[src/rtl/alu_seq.sv]
// rtl/alu_seq.sv - sequential ALU: single-cycle logic/arith ops, W-cycle shift-add multiply
module alu_seq #(
  parameter int W = 32
) (
  input  logic         clk,
  input  logic         reset,
  input  logic         start,
  input  logic [2:0]   control,
  input  logic [W-1:0] A,
  input  logic [W-1:0] B,
  input  logic         carryin,
  output logic [W-1:0] out,
  output logic [W-1:0] out_hi,
  output logic         carryout,
  output logic         overflow,
  output logic         zero,
  output logic         negative,
  output logic         busy,
  output logic         done
);

  localparam logic [2:0] OP_MUL = 3'd0;
  localparam logic [2:0] OP_SLT = 3'd1;
  localparam logic [2:0] OP_ADD = 3'd2;
  localparam logic [2:0] OP_SUB = 3'd3;
  localparam logic [2:0] OP_AND = 3'd4;
  localparam logic [2:0] OP_OR  = 3'd5;
  localparam logic [2:0] OP_NOR = 3'd6;
  localparam logic [2:0] OP_XOR = 3'd7;

  localparam int CW = $clog2(W);

  typedef enum logic {IDLE, MUL} state_t;

  state_t         state;
  logic [W-1:0]   mcand;
  logic [2*W-1:0] prod;
  logic [CW-1:0]  cnt;

  logic [W-1:0]   res;
  logic           res_co;
  logic           res_ov;
  logic [W:0]     sum_w;

  logic [W-1:0]   addend;
  logic [W:0]     step_sum;
  logic [2*W-1:0] prod_next;

  always_comb begin
    res    = '0;
    res_co = 1'b0;
    res_ov = 1'b0;
    sum_w  = '0;
    case (control)
      OP_SLT: res = {{(W-1){1'b0}}, ($signed(A) < $signed(B))};
      OP_ADD: begin
        sum_w  = {1'b0, A} + {1'b0, B} + {{W{1'b0}}, carryin};
        res    = sum_w[W-1:0];
        res_co = sum_w[W];
        res_ov = (A[W-1] == B[W-1]) && (res[W-1] != A[W-1]);
      end
      OP_SUB: begin
        sum_w  = {1'b0, A} + {1'b0, ~B} + {{W{1'b0}}, 1'b1};
        res    = sum_w[W-1:0];
        res_co = sum_w[W];
        res_ov = (A[W-1] != B[W-1]) && (res[W-1] != A[W-1]);
      end
      OP_AND: res = A & B;
      OP_OR:  res = A | B;
      OP_NOR: res = ~(A | B);
      OP_XOR: res = A ^ B;
      default: res = '0;
    endcase
  end

  // Multiplier lives in prod[W-1:0] and is shifted out as the product shifts in.
  always_comb begin
    addend    = prod[0] ? mcand : '0;
    step_sum  = {1'b0, prod[2*W-1:W]} + {1'b0, addend};
    prod_next = {step_sum, prod[W-1:1]};
  end

  always_ff @(posedge clk or negedge reset) begin
    if (!reset) begin
      state    <= IDLE;
      mcand    <= '0;
      prod     <= '0;
      cnt      <= '0;
      out      <= '0;
      out_hi   <= '0;
      carryout <= 1'b0;
      overflow <= 1'b0;
      zero     <= 1'b0;
      negative <= 1'b0;
      busy     <= 1'b0;
      done     <= 1'b0;
    end else begin
      done <= 1'b0;
      case (state)
        IDLE: begin
          if (start) begin
            if (control == OP_MUL) begin
              mcand <= A;
              prod  <= {{W{1'b0}}, B};
              cnt   <= '0;
              busy  <= 1'b1;
              state <= MUL;
            end else begin
              out      <= res;
              out_hi   <= '0;
              carryout <= res_co;
              overflow <= res_ov;
              zero     <= (res == '0);
              negative <= res[W-1];
              done     <= 1'b1;
            end
          end
        end
        MUL: begin
          prod <= prod_next;
          cnt  <= cnt + 1'b1;
          if (cnt == CW'(W - 1)) begin
            out      <= prod_next[W-1:0];
            out_hi   <= prod_next[2*W-1:W];
            carryout <= (prod_next[2*W-1:W] != '0);
            overflow <= 1'b0;
            zero     <= (prod_next == '0);
            negative <= prod_next[2*W-1];
            busy     <= 1'b0;
            done     <= 1'b1;
            state    <= IDLE;
          end
        end
      endcase
    end
  end

endmodule

[config.mk]
export PLATFORM = sky130hd
export DESIGN_NAME = alu_seq
export DESIGN_NICKNAME = d
export VERILOG_FILES = /design/src/rtl/alu_seq.sv
export SDC_FILE = /design/constraint.sdc
export NUM_CORES = 1
export LEC_CHECK = 0
export BUFFER_PORTS_ARGS = -buffer_cell sky130_fd_sc_hd__buf_2
export CAP_MARGIN = 20
export CORE_ASPECT_RATIO = 0.8
export CORE_MARGIN = 2
export CORE_UTILIZATION = 35
export DETAILED_ROUTE_END_ITERATION = 10
export SETUP_SLACK_MARGIN = 0.3
export SLEW_MARGIN = 20
export SYNTH_ARGS = -nofsm -noshare
export SYNTH_HDL_FRONTEND = slang
export SYNTH_SLANG_ARGS = --single-unit
[constraint.sdc]
create_clock -name clk -period 4.3 [get_ports clk]
set_input_delay 0.645 -clock clk [delete_from_list [all_inputs] [get_ports clk]]
set_output_delay 0.645 -clock clk [all_outputs]
set_load 0.02 [all_outputs]
# Word level (Yosys, flattened, before mapping)

Cells that the tools add are included.

Input bits: 71
Word-level logic and storage cells: 96
Register bits after elaboration: 172
Output and inout bits: 70

Bitwise operators: 6
Equal/unequal tests: 16
Order comparisons: 1
Mux-type cells: 45
Add/sub/neg operators: 6
Reduce and logical (&&, ||, !) cells: 10

Operators with widths:

| kind                    | number |
|---|---|
| $mux W32                | 7 |
| $pmux W32 S7            | 1 |
| $mux W64                | 2 |
| $pmux W32 S2            | 2 |
| $pmux W64 S2            | 1 |
| $add A32 B32 Y33        | 3 |
| $logic_not A64 Y1       | 1 |
| $not A32 Y32            | 2 |
| $add A33 B1 Y33         | 1 |
| $add A33 B1 Y33 const B | 1 |
| $and A32 B32 Y32        | 1 |
| $logic_not A32 Y1       | 1 |
| $lt A32 B32 Y1          | 1 |
| $or A32 B32 Y32         | 1 |
| $reduce_bool A32 Y1     | 1 |
| $xor A32 B32 Y32        | 1 |
| $mux W1                 | 20 |
| $pmux W1 S2             | 9 |
| $eq A3 B3 Y1 const B    | 4 |
| $mux W5                 | 2 |
| $pmux W5 S2             | 1 |
| $reduce_and A3 Y1       | 3 |
| $eq A3 B2 Y1 const B    | 2 |
| $ne A2 B2 Y1 const B    | 3 |
| other kinds (10)        | 13 |

# Logic depth before layout (Yosys ltp)

Gate-level depths: netlist (run 1).

Depth after elaboration: 9
Mapped depth: 16
Depth with buffers taken out: 15

# Least setup slack after synthesis (run 1)

OpenSTA, ideal clock, no wires.

Path type: in2reg
From: input A[0]
To: register zero
Setup slack: 686 ps
Setup time: 69 ps
Data required time: 4231 ps
Data arrival time: 3546 ps
Path buffers: 0
Stages: 13
Cell sequence: fa_1 -> fa_1 -> a211oi_1 -> o211ai_1 -> nand3_1 -> a211oi_1 -> a211o_1 -> mux2_2 -> a211oi_1 -> o211ai_1 -> and4b_1 -> nand4b_1 -> nand3_1

Word-level cells in the longest chain between the ends: 7
Elaborated cells on any way between the ends: 14
Those cells by class: add/sub (4); order compare (1); mux (4); bitwise (4); reduce/logical (1)

Ends and longest elaborated chain:

| element                                  | RTL line | source |
|---|---|---|
| from (decl)                              | 9        | `input logic [W-1:0] A,` |
| $add A32 B32 Y33 (tied with other cells) | 63       | `sum_w = {1'b0, A} + {1'b0, ~B} + {{W{1'b0}}, 1'b1};` |
| $add A33 B1 Y33 (tied with other cells)  | 63       |  |
| $pmux W32 S7 (*)                         | 54       | `case (control)` |
| $logic_not A32 Y1 (*)                    | 113      | `zero <= (res == '0);` |
| $mux W1 (*)                              | 102      | `if (control == OP_MUL) begin` |
| $mux W1 (*)                              | 101      | `if (start) begin` |
| $pmux W1 S2 (*)                          | 99       | `case (state)` |
| to (signal assigned)                     | 113      |  |
| to (signal assigned)                     | 127      | `zero <= (prod_next == '0);` |
| to (decl)                                | 16       | `output logic zero,` |

Mark *: on every way between the ends. The rest lies on a longest branch, timed or not. The select of a mux whose other input is x is not followed.
A chain may end at the register's enable or synchronous reset.

# Worst setup path after layout (run 1)

From: register prod[0]
To: register carryout

Word-level cells in the longest chain between the ends: 5

Ends and longest elaborated chain:

| element                | RTL line | source |
|---|---|---|
| from (decl)            | 37       | `logic [2*W-1:0] prod;` |
| from (signal assigned) | 104      | `prod <= {{W{1'b0}}, B};` |
| from (signal assigned) | 120      | `prod <= prod_next;` |
| $mux W32               | 78       | `addend = prod[0] ? mcand : '0;` |
| $add A32 B32 Y33       | 79       | `step_sum = {1'b0, prod[2*W-1:W]} + {1'b0, addend};` |
| $reduce_bool A32 Y1    | 125      | `carryout <= (prod_next[2*W-1:W] != '0);` |
| $mux W1                | 122      | `if (cnt == CW'(W - 1)) begin` |
| $pmux W1 S2            | 99       |  |
| to (signal assigned)   | 111      | `carryout <= res_co;` |
| to (signal assigned)   | 125      |  |
| to (decl)              | 14       | `output logic carryout,` |

No other way between the ends. The select of a mux whose other input is x is not followed.

==> results.md, run 1 <==
* Status: completed
* Final worst path period share at 90.46%
* Yosys cell types at 86
* RSZ-0062 raised after global routing: yes
* Die X at 239.7 um
* Power Density at 525.1 mW/mm^2
* Clk Latency, worst-skew pair at 0.50 ns
* 1st-pass router iterations at 6
* CP endpoint: carryout$_DFFE_PN0P_
* Register area share after synthesis at 27.67%
* Place WS at -0.03115 ns
* Die Y at 192.6 um
* CP Launch Type: flip-flop
* Ys Warns at 0
* Final Critical Period at 3.890 ns
* Port bufs at 140
* Gr usage total at 27.94%
* Worst-path fanout max at 24
* Reg2Reg Launch Point: prod[0]$_DFFE_PN0P_
* Ys async rst share at 100.0%
* First-pass GRT wire length at 96210 um
* CTS Buffer Depth at 2
* Area Growth Syn to Fin at 16.86%
* Htree depth at 4
* Hold Path Class: primary input to asynchronous set/reset pin
* Fin. Hold Viols at 0
* Clock root cell: clkbuf_16
* Clock Sinks at 172
* RePlAce Congestion at 0.9900
* Max-Cap Viols at 0
* Crit path launch: prod[0]$_DFFE_PN0P_
* DRC violation count after routing at 0
* Worst Path Required at 4.68 ns
* RR Endpoint: carryout$_DFFE_PN0P_
* EDFF count, synth at 0
* CTS Buf Count at 17
* CP Class: flip-flop to flip-flop
* Initial Util at 35.26%
* Syn Nets at 2191
* Worst Setup Slack, final at 0.4101 ns
* Final setup violation count at 0
* Leakage at 8.630 nW
* Fmax at 0.2571 GHz
* Vias per std cell at 5.852
* Reg clk slew, reported paths at 0.09 ns
* 1st-iter DRT viols at 1831
* Worst Skew at 0.02058 ns
* Die area at 0.04616 mm^2
* Post-Syn Area per Cell at 7.901 um^2
* VDD IR max at 0.0003339 V
* Most frequent cells in the layout: nand2_1 (257), dfrtp_1 (170), nor2_1 (166), a21oi_1 (147), ha_1 (147)
* Share of cells above drive strength 1 at 17.79%
* Nets at 2356
* CP Data Arrival Time at 4.27 ns
* Total gr overflow at 0
* Drt total wl at 64370 um
* Most common cell after layout, fill and taps aside: nand2_1
* Slew Viols, Final at 0
* Total power at 0.009546 W
* Largest net degree at the start of global routing at 90
* Top FF cell, synth: dfrtp_1
* Vias in the first global route at 15248
* Site Rows at 69
* Critical Path End Type: flip-flop
* Syn Inst Count at 1969
* Top Ports at 141
* Yosys reg bits at 172
* Worst-case reg-to-reg path depth at 15
* Antenna Nets Post-Route at 0
* CTS tree: yes
* Actual slew at the worst max-slew pin at 1.106 ns
* Post-DP HPWL at 49520 um
* Core Box Area at 0.04412 mm^2
* Initial antenna violation count at 4
* Synth Cell Area at 0.01556 mm^2
* WL/cell at 23.39 um
* Vias at 16104
* Worst reg2reg setup slack at 0.41 ns
* Slew HR at 24.35%
[stage by stage]
stage,hold WS (ns),instances,cell area [um^2],utilization [%],TNS (ns)
2_1_floorplan,0.3494,1969,15560,-,0
3_3_place_gp,0.4507,2717,17520,39.71,0
3_5_place_dp,0.4596,2717,17520,39.71,-0.03115
4_1_cts,0.2263,2749,18120,41.07,0
5_1_grt,0.2651,2750,18170,41.20,0
6_report,0.1904,2752,18180,41.21,0
[cells in the mapped netlist, drive strengths merged, types with 39 or more instances]
cell type  number  area share [%]
and2           41             1.6
dfrtp         172              28
nand2         258             6.2
o21ai         148             4.8
inv           103             2.5
mux2           39             2.8
ha            147              12
buf            44             1.4
nor2          168             4.1
a21oi         155             5.2
nand3          51             1.6
clkbuf         77             1.9
[power breakdown]
part           internal, W  switching [W]
logic              0.00181        0.00310
registers          0.00235       0.000644
clock network     0.000782       0.000866
total              0.00494        0.00461
[kinds of logic (layout without fill, tap and decap cells)]
family | count (synthesis) | in the layout | share of synthesized area (%)
buf+inv | 227 | 405 | 5.839
other cells | 0 | 2 | 0
compound gates | 610 | 610 | 25.97
mux | 73 | 73 | 5.011
flops | 172 | 172 | 27.67
fa+ha+maj | 151 | 151 | 12.34
simple gates | 699 | 699 | 21.09
xor+xnor | 37 | 37 | 2.083
[how the worst min path moves through the flow]
stage                     slack, ns  depth (start not counted)              startpoint                      to
after floorplan                0.35                          0                   reset        busy$_DFFE_PN0P_
after global placement         0.45                          2  out_hi[15]$_DFFE_PN0P_  out_hi[15]$_DFFE_PN0P_
after detailed placement       0.46                          2  out_hi[15]$_DFFE_PN0P_  out_hi[15]$_DFFE_PN0P_
after CTS                      0.23                          1                   reset   mcand[19]$_DFFE_PN0P_
after global routing           0.27                          1                   reset   mcand[19]$_DFFE_PN0P_
final                          0.19                          1                   reset   mcand[19]$_DFFE_PN0P_
[metal layers]
layer / routed length [um] / global-route usage [%] / up-vias / part of all wire [%]
met5: 0 / 0 / - / 0
met4: 2239 / 10.46 / 0 / 3.5
met3: 5594 / 6.380 / 91 / 8.7
met2: 25250 / 38.60 / 712 / 39
met1: 31280 / 41.62 / 7859 / 49
li1: - / - / 7442 / -
[repair_timing]
action,4_1_cts,5_1_grt
cloned,0,0
hold buffers,0,0
pin swaps,0,4
endpoints found under the hold margin,0,0
endpoints found under the setup margin,1,2
resized for setup,1,12
setup buffers,0,1
[final cells by class]
cell class                 instances  area (um^2)
inverter                         106        397.9
clock buffer                      17        425.4
tap                              603        754.5
clock inverter                    15        168.9
fill                            4584        25940
sequential                       172         4309
antenna                            2        5.005
timing repair buffer             267         1700
multi-input combinational       1570        10420
[critical path: stages, from the launching register on]
cell      delay, ns
dfrtp_2        0.45
buf_4          0.22
and2_1         0.17
ha_1           0.46
and4_2         0.37
nand3_1        0.11
a211oi_1       0.23
buf_4          0.21
o211ai_1       0.11
and3_1         0.21
o21bai_1       0.16
xor2_1         0.12
or3b_1         0.44
nor4_4         0.29
and3_1         0.20
nor2_1         0.04
[registers in the layout, indices dropped and copies added, names as in the netlist]
name / cells
cnt: 5
negative: 1
state: 1
zero: 1
out: 32
mcand: 32
done: 1
out_hi: 32
carryout: 1
overflow: 1
prod: 64
busy: 1
(Power assumes the default switching activity.)
==> run 2, diff against run 1 <==
- CTS_BUF_LIST: unset -> sky130_fd_sc_hd__clkbuf_2
- TNS_END_PERCENT: unset -> 100
==> run 2 against run 1 <==
Net effect: setup slack better by 0.068 ns; combinational power barely moved; final area is essentially flat; first-iteration DRC count rose by 0.55%; non-clock buffer count grew 34.
==> results.md, run 2 (synthesized netlist as in run 1, its figures left out) <==
* Max-Cap Viols at 0
* Clock Sinks at 172
* Power Density at 490.3 mW/mm^2
* Area Growth Syn to Fin at 16.83%
* 1st-pass router iterations at 6
* CTS tree: yes
* Critical Path End Type: flip-flop
* Gr usage total at 27.90%
* Status: completed
* Core Box Area at 0.04412 mm^2
* Fmax at 0.2617 GHz
* RR Endpoint: carryout$_DFFE_PN0P_
* Vias in the first global route at 15317
* Die Y at 192.6 um
* Post-DP HPWL at 49520 um
* Met3 Use GR at 6.995%
* VDD IR max at 0.0002348 V
* Met2 usage at 39.02%
* Hold Path Class: primary input to flip-flop
* Most used routing layer: met1
* Vias per std cell at 5.837
* Final setup violation count at 0
* Reg clk slew, reported paths at 0.40 ns
* Most common cell after layout, fill and taps aside: nand2_1
* Vias at 16268
* Largest Register: prod
* Place WS at -0.03115 ns
* Die X at 239.7 um
* Worst Setup Slack, final at 0.4785 ns
* CTS Buf Count at 17
* Die area at 0.04616 mm^2
* CTS Buffer Depth at 2
* Slew HR at 22.94%
* Nets at 2390
* Worst Path Required at 5.30 ns
* Share of cells above drive strength 1 at 17.42%
* Most frequent cells in the layout: nand2_1 (257), dfrtp_1 (170), nor2_1 (166), a21oi_1 (147), ha_1 (147)
* Hold_sp: B[14]
* Port bufs at 140
* Max reg flops at 64
* Worst-path fanout max at 24
* Final worst path period share at 88.87%
* First-pass GRT wire length at 96300 um
* Reg2Reg Launch Point: prod[0]$_DFFE_PN0P_
* Total gr overflow at 0
* Initial antenna violation count at 4
* Top Ports at 141
* 1st-iter DRT viols at 1841
* CP Data Arrival Time at 4.82 ns
* Drt total wl at 64340 um
* Htree depth at 4
* Worst Skew at 0.1073 ns
* Worst-case reg-to-reg path depth at 15
* Fin. Hold Viols at 0
* Clock root cell: clkbuf_2
* Met1 global-route usage at 41.44%
* Actual slew at the worst max-slew pin at 1.153 ns
* RSZ-0062 raised after global routing: yes
* Worst hold stages at 5
* Leakage at 8.633 nW
* Site Rows at 69
* Final Critical Period at 3.821 ns
* Slew Viols, Final at 0
* DRC violation count after routing at 0
* Largest net degree at the start of global routing at 90
* Worst reg2reg setup slack at 0.48 ns
* WL/cell at 23.09 um
* CP Class: flip-flop to flip-flop
* Clk Latency, worst-skew pair at 1.04 ns
* CP Launch Type: flip-flop
* Hold EP: prod[14]$_DFFE_PN0P_
* RePlAce Congestion at 0.9900
* Antenna Nets Post-Route at 0
* Initial Util at 35.26%
* Worst hold slack at 0.03154 ns
[run 2: worst max-delay path by stage]
stage | from | endpoint | depth (start not counted)
global route | prod[0]$_DFFE_PN0P_ | carryout$_DFFE_PN0P_ | 15
CTS | prod[0]$_DFFE_PN0P_ | carryout$_DFFE_PN0P_ | 15
detailed placement | A[0] | zero$_DFFE_PN0P_ | 14
global placement | A[0] | zero$_DFFE_PN0P_ | 14
floorplan | A[0] | zero$_DFFE_PN0P_ | 13
finish | prod[0]$_DFFE_PN0P_ | carryout$_DFFE_PN0P_ | 15
[run 2: final cells by class]
cell class / count / area (um^2)
fill: 4600 / 25940
clock buffer: 17 / 85.08
inverter: 106 / 397.9
antenna: 3 / 7.507
timing repair buffer: 301 / 2041
clock inverter: 15 / 168.9
tap: 603 / 754.5
sequential: 172 / 4309
multi-input combinational: 1570 / 10410
[run 2: power by group]
group / leakage, nW / switching, W / internal (W)
combinational: 6.31 / 0.00311 / 0.00183
sequential: 2.17 / 0.000642 / 0.00234
clock: 0.150 / 0.000790 / 0.000201
total: 8.63 / 0.00455 / 0.00436
[run 2: what timing repair did]
item                                    in CTS  in global routing
endpoints found under the setup margin       0                  2
endpoints found under the hold margin      118                  1
hold buffers                                33                  1
buffers inserted                             0                  1
resized for setup                            0                 11
[run 2: metal layers]
layer	vias to the layer above	wire length [um]
met4	0	2119
met3	106	5843
li1	7518	-
met2	758	25380
met5	-	0
met1	7886	30990
[run 2: per-stage QoR]
stage / util (%) / instances / cell area, um^2 / power (W) / TNS [ns]
floorplan: - / 1969 / 15560 / 0.006012 / 0
global placement: 39.71 / 2717 / 17520 / 0.007736 / 0
detailed placement: 39.71 / 2717 / 17520 / 0.007819 / -0.03115
CTS: 41.03 / 2782 / 18100 / 0.008842 / 0
global route: 41.18 / 2785 / 18170 / 0.009567 / 0
finish: 41.20 / 2787 / 18170 / 0.008911 / 0
[run 2: worst max-delay path, stage by stage, from the launching register on]
cell and delay, ns:
dfrtp_2 0.51, buf_4 0.21, and2_1 0.17, ha_1 0.45, and4_1 0.39, nand3_1 0.13
a211oi_1 0.23, buf_4 0.21, o211ai_1 0.10, and3_1 0.20, o21bai_1 0.16, xor2_1 0.12
or3b_1 0.44, nor4_4 0.27, and3_1 0.19, nor2_1 0.04
